File: config.mk
export PLATFORM = sky130hd
export DESIGN_NAME = sap_prog_loader
export DESIGN_NICKNAME = d
export VERILOG_FILES = /design/src/rtl/sap_pkg.sv /design/src/rtl/sap_ld_csum.sv /design/src/rtl/sap_prog_loader.sv
export SDC_FILE = /design/constraint.sdc
export NUM_CORES = 1
export LEC_CHECK = 0
export BUFFER_PORTS_ARGS = -buffer_cell sky130_fd_sc_hd__buf_2
export CORE_ASPECT_RATIO = 1.75
export CORE_MARGIN = 2
export CORE_UTILIZATION = 55
export CTS_CLUSTER_SIZE = 28
export DETAILED_ROUTE_END_ITERATION = 7
export PLACE_DENSITY = 0.75
export SLEW_MARGIN = 20
export SYNTH_ARGS = -nofsm -noshare
export SYNTH_HDL_FRONTEND = slang
export SYNTH_SLANG_ARGS = --single-unit
File: constraint.sdc
create_clock -name clk -period 5.57 [get_ports clk]
set_clock_uncertainty 0.1 [all_clocks]
set_input_delay 0 -clock clk [delete_from_list [all_inputs] [get_ports clk]]
set_output_delay 0 -clock clk [all_outputs]
set_load 0.05 [all_outputs]
File: src/rtl/sap_pkg.sv
// Shared SAP constants and the program-loader state encoding.
// The address/data defaults are also used by the SAP RAM.
package sap_pkg;
  localparam int         SAP_ADDR_W = 4;
  localparam int         SAP_DATA_W = 8;
  localparam logic [7:0] SAP_FILL   = 8'hAA;

  typedef enum logic [2:0] {
    IDLE,
    CLEAR,
    LEN,
    DATA,
    CSUM,
    DONE,
    ERR
  } state_t;
endpackage

File: src/rtl/sap_ld_csum.sv
// Modulo-2**DATA_W running checksum with clear/add and a zero test
// of (sum + probe), used to validate the trailing checksum word.
module sap_ld_csum
  import sap_pkg::*;
#(
  parameter int DATA_W = SAP_DATA_W
) (
  input  logic              clk,
  input  logic              reset,
  input  logic              clr,
  input  logic              add,
  input  logic [DATA_W-1:0] val,
  input  logic [DATA_W-1:0] probe,
  output logic              zero
);
  logic [DATA_W-1:0] sum;
  logic [DATA_W-1:0] tot;

  // clr together with add loads val, so the length word seeds the sum
  always_ff @(posedge clk or negedge reset) begin
    if (!reset)   sum <= '0;
    else if (clr) sum <= add ? val : '0;
    else if (add) sum <= sum + val;
  end

  assign tot  = sum + probe;
  assign zero = (tot == '0);
endmodule

File: src/rtl/sap_prog_loader.sv
// SAP RAM program loader: clears RAM to FILL, then loads a length-prefixed,
// checksummed stream from address 0 and releases the CPU on a clean frame.
module sap_prog_loader
  import sap_pkg::*;
#(
  parameter int                ADDR_W = SAP_ADDR_W,
  parameter int                DATA_W = SAP_DATA_W,
  parameter logic [DATA_W-1:0] FILL   = DATA_W'(SAP_FILL)
) (
  input  logic              clk,
  input  logic              reset,
  input  logic              start,
  input  logic              in_valid,
  output logic              in_ready,
  input  logic [DATA_W-1:0] in_data,
  output logic              mem_we,
  output logic [ADDR_W-1:0] mem_addr,
  output logic [DATA_W-1:0] mem_wdata,
  output logic              cpu_hold,
  output logic              done,
  output logic              err
);
  localparam int DEPTH = 2 ** ADDR_W;
  localparam int CW    = DATA_W + 1;

  generate
    if (DATA_W <= ADDR_W) begin : g_param_chk
      $error("sap_prog_loader: DATA_W must exceed ADDR_W");
    end
  endgenerate

  state_t          state;
  logic [CW-1:0]   count;
  logic [CW-1:0]   len;
  logic [CW-1:0]   l_ext;
  logic [CW-1:0]   count_nxt;
  logic            xfer;
  logic            len_bad;
  logic            last_data;
  logic            csum_clr;
  logic            csum_add;
  logic            csum_zero;

  assign xfer      = in_valid & in_ready;
  assign l_ext     = {1'b0, in_data};
  assign len_bad   = (l_ext == '0) || (l_ext > CW'(DEPTH));
  assign count_nxt = count + 1'b1;
  assign last_data = (count_nxt == len);
  assign csum_clr  = xfer && (state == LEN);
  assign csum_add  = xfer && ((state == LEN) || (state == DATA));

  sap_ld_csum #(.DATA_W(DATA_W)) u_csum (
    .clk   (clk),
    .reset (reset),
    .clr   (csum_clr),
    .add   (csum_add),
    .val   (in_data),
    .probe (in_data),
    .zero  (csum_zero)
  );

  always_ff @(posedge clk or negedge reset) begin
    if (!reset) begin
      state     <= IDLE;
      cpu_hold  <= 1'b1;
      in_ready  <= 1'b0;
      mem_we    <= 1'b0;
      mem_addr  <= '0;
      mem_wdata <= '0;
      done      <= 1'b0;
      err       <= 1'b0;
      count     <= '0;
      len       <= '0;
    end else begin
      mem_we <= 1'b0;
      case (state)
        IDLE, DONE, ERR: begin
          // first clear write is issued on the launching edge
          if (start) begin
            state     <= CLEAR;
            done      <= 1'b0;
            err       <= 1'b0;
            cpu_hold  <= 1'b1;
            mem_we    <= 1'b1;
            mem_addr  <= '0;
            mem_wdata <= FILL;
          end
        end
        CLEAR: begin
          if (mem_addr == ADDR_W'(DEPTH - 1)) begin
            state    <= LEN;
            in_ready <= 1'b1;
          end else begin
            mem_we   <= 1'b1;
            mem_addr <= mem_addr + 1'b1;
          end
        end
        LEN: begin
          if (xfer) begin
            if (len_bad) begin
              state    <= ERR;
              err      <= 1'b1;
              in_ready <= 1'b0;
            end else begin
              len   <= l_ext;
              count <= '0;
              state <= DATA;
            end
          end
        end
        DATA: begin
          // count never exceeds len-1 here, so the address cannot wrap
          if (xfer) begin
            mem_we    <= 1'b1;
            mem_addr  <= count[ADDR_W-1:0];
            mem_wdata <= in_data;
            count     <= count_nxt;
            if (last_data) state <= CSUM;
          end
        end
        CSUM: begin
          if (xfer) begin
            in_ready <= 1'b0;
            if (csum_zero) begin
              state    <= DONE;
              done     <= 1'b1;
              cpu_hold <= 1'b0;
            end else begin
              state <= ERR;
              err   <= 1'b1;
            end
          end
        end
        default: state <= IDLE;
      endcase
    end
  end
endmodule
==> impl_results.md <==
- Largest fanout of any net on the critical path: 26
- Ys Warns: 0
- Routed via count divided by cell count: 6.044
- Worst endpoint data arrival time: 3.02 ns
- Required arrival time at the worst endpoint: 5.64 ns
- Run status: completed
- Share of final-layout standard cells stronger than drive strength 1: 15.48%
- Remaining antenna violation count: 0
- Initial antenna violation count: 0
- Number of buffers added on ports: 28
- Worst slack after detailed placement: 2.696 ns
- GRT Overall Usage: 24.96%
- Biggest cell delay along the critical path: 0.92 ns
- Final critical-path share of the clock period: 53.01%
- Flop2flop setup slack: 2.62 ns
- Clock transition at the register clock pins on the worst setup and hold paths after CTS: 0.08 ns
- Worst setup path category: reg2reg
- Die span in y: 97.84 um
- Critical register-to-register path startpoint: state[0]$_DFFE_PN0P_
- Final Hold Viols: 0
- Final worst setup slack: 2.618 ns
- Hold Path Cell Cnt: 3
- Initial core utilization: 56.57%
- Core footprint: 4892 um2
- Top-level port count: 29
- Antenna diodes: 0
- Setup repair after global routing missed its margin: no
- Final number of setup-violating endpoints: 0
- Estimated wirelength of the detail-placed design: 4.712 mm
- H-tree Lvls: 2
- Endpoint, Worst Hold: cpu_hold$_DFFE_PN1P_
- Total leakage power: 1.434 nW
- Number of search-and-repair iterations in the first detailed-routing pass: 4
- Worst reg-to-reg path cell count: 7
- Minimum clock period: 2.952 ns
- Final cell utilization of the core: 63.58%
- Post-Route WL: 6.506 mm
- Max clock buf depth: 2
- TritonCTS clock tree: yes
- Worst slew margin: 41.82%
- Via count of the first global-routing pass: 2381
- Post-Syn Instances: 305
- Flip-flop and latch count after synthesis: 45
- Placed inst area: 2917 um2
- Weighted congestion reported at the end of routability-driven placement: 0.8084
- GRT Residual Overflow: 0
- Sum Neg Setup Slack: 0 ns
- Overall power: 1.450 mW
- Number of violations of the max-capacitance limit: 0
- Leading register cell type out of synthesis: dfrtp_1
- Placed cell count: 373
- Clock latency reported for the late side of the worst-skew pair: 0.30 ns
- Final instance count without filler cells: 390
- Std cell rows: 34
- Combined area of all synthesized cells: 2768 um2
- Type of the tightest min-delay check: in2reg
- Number of vias after detailed routing: 2357
- Width of the die: 57.63 um
- Residual DRC: 0
- Max rail drop VDD: 0.3068 mV
- Kind of start point of the critical path: register
- CTS buffer count: 5
- Slowest CP cell: dfrtp_1
- Layout overhead on the synthesized area: 12.39%
- Highest clock rate: 0.3387 GHz
- Total power per unit cell area: 466.1 nW/um2
- Die ar.: 5638 um2
- First-pass GRT wire length: 11.18 mm
- Mean Syn Cell Area: 9.074 um2
- Cell chosen for the clock root: clkbuf_8
- Transition time at the pin with the least slew margin: 0.8727 ns
- Number of enable flip-flop cells after synthesis: 0
- Maximum number of pins on one net before global-route repair: 46
- Nets: 357
- Pins over their slew limit: 0
- Number of distinct library cells after synthesis: 55
- Capture instance of the worst register-to-register path: count[5]$_DFFE_PN0P_
- Average wire length per cell after detail routing: 16.68 um
- Number of gates resized after CTS: 0
- CP dominant cell by count: nor2_1
- Fraction of registers with async set or reset after synthesis: 100.0%
- Sequential fraction of the synthesis area: 40.73%
- Final cell area excluding filler cells: 3110 um2
- Initial DRC count: 52
- Worst Hold Margin: 0.05223 ns
- Critical Path, Cell by Cell: inv_1 -> nor2_2 -> nand2_1 -> nor2_1 -> nor2_1 -> o21ai_0 -> o31ai_1
- Total nets after synthesis: 327
- Launch instance of the worst min-delay path: start
- CTS Sinks: 45
- Crit path capture type: register
-- registers in the layout, summed over array words and instances (netlist names) --
register    flops
count           9
mem_addr        4
err             1
done            1
mem_we          1
len             8
u_csum.sum      8
state           3
mem_wdata       8
cpu_hold        1
in_ready        1
-- Yosys cell counts (2+ instances only) --
master / number / area share (%)
dfrtp_1: 44 / 40
mux2_2: 4 / 1.6
or4_1: 2 / 0.54
mux2i_1: 6 / 2.2
a211oi_2: 3 / 1.4
inv_1: 8 / 1.1
and3b_1: 2 / 0.63
buf_2: 4 / 0.72
o211ai_1: 3 / 0.81
nand2b_1: 2 / 0.45
nor4_1: 3 / 0.68
and3_1: 3 / 0.68
and2_1: 4 / 0.90
xor2_1: 8 / 2.5
o211a_1: 3 / 1.1
nand3_1: 9 / 1.6
ha_1: 9 / 4.1
a22o_1: 5 / 1.6
nor2_1: 23 / 3.1
nand2_1: 34 / 4.6
o21ai_0: 34 / 6.1
a21o_1: 4 / 1.1
a21oi_1: 12 / 2.2
nand4_1: 4 / 0.90
xnor2_1: 9 / 2.8
nor2b_1: 7 / 1.6
o31ai_1: 6 / 1.6
o22a_1: 4 / 1.3
nor3_1: 7 / 1.3
clkbuf_1: 9 / 1.2
nor3b_1: 2 / 0.54
a31oi_1: 5 / 1.1
-- placed cells by master (no fill, tap or decap), types with 3 or more instances in the layout --
master,instances
clkbuf_8,7
nor4_1,3
o31ai_1,6
mux2_2,4
o21ai_0,34
mux2i_1,6
a22o_1,5
inv_1,8
nand2_1,34
nor2b_1,7
a21o_1,4
dfrtp_1,44
and3_1,3
a211oi_2,3
a21oi_1,12
nor3_1,7
nor2_1,23
dlygate4sd3_1,9
a31oi_1,5
o211a_1,3
nand4_1,4
xnor2_1,9
buf_2,27
nand3_1,9
xor2_1,8
o211ai_1,3
o22a_1,4
ha_1,9
and2_1,4
-- per-layer routing --
| metal | global-route usage, % | vias up | part of all wire [%] |
|---|---|---|---|
| met3 | 3.311 | 15 | 2.8 |
| met5 | 0 | - | 0 |
| met4 | 10.91 | 0 | 2.8 |
| li1 | - | 1174 | - |
| met1 | 30.32 | 1122 | 41 |
| met2 | 43.01 | 46 | 54 |
-- cell families (layout without fill, tap and decap cells) --
kind of cell	after synthesis	count (layout)	synth area share (%)
AND/OR/NAND/NOR	108	108	19.30
adder cells (fa/ha/maj)	10	10	4.792
buffers and inverters	23	54	3.481
AO/OA/AOI/OAI	92	92	22.51
flip-flops	45	45	40.73
multiplexers	10	10	3.797
XOR/XNOR	17	17	5.380
-- critical path, delay by kind of cell, from the launching register on --
family,cells,cell delay [ns]
AND/OR/NAND/NOR,4,1.29
flip-flops,1,0.92
AO/OA/AOI/OAI,2,0.32
buffers and inverters,1,0.20
-- timing repair --
| action | CTS | global route |
|---|---|---|
| hold endpoints to repair | 59 | 0 |
| hold buffers | 9 | 0 |
| buffers inserted | 0 | 0 |
-- power breakdown --
part,internal [mW],leakage [nW],total [mW],switching (mW)
logic,0.266,0.804,0.690,0.424
registers,0.407,0.575,0.534,0.127
clock network,0.112,0.0542,0.225,0.113
-- layout make-up --
cell class | instances | area, um2
Clock inverter | 1 | 5.005
Inverter | 8 | 30.03
Fill cell | 410 | 1782
Multi-Input combinational cell | 237 | 1544
Timing Repair Buffer | 38 | 240.2
Clock buffer | 7 | 96.34
Tap cell | 54 | 67.56
Sequential cell | 45 | 1127
-- how the worst max path moves through the flow --
stage / end / cells past startpoint / from
2_1_floorplan: err$_DFFE_PN0P_ / 9 / u_csum.sum[0]$_DFFE_PN0P_
3_3_place_gp: err$_DFFE_PN0P_ / 9 / u_csum.sum[0]$_DFFE_PN0P_
3_5_place_dp: count[5]$_DFFE_PN0P_ / 7 / state[0]$_DFFE_PN0P_
4_1_cts: count[3]$_DFFE_PN0P_ / 7 / state[0]$_DFFE_PN0P_
5_1_grt: count[3]$_DFFE_PN0P_ / 7 / state[0]$_DFFE_PN0P_
6_report: count[5]$_DFFE_PN0P_ / 7 / state[0]$_DFFE_PN0P_
No activity file was read; power rests on OpenSTA's default activity.
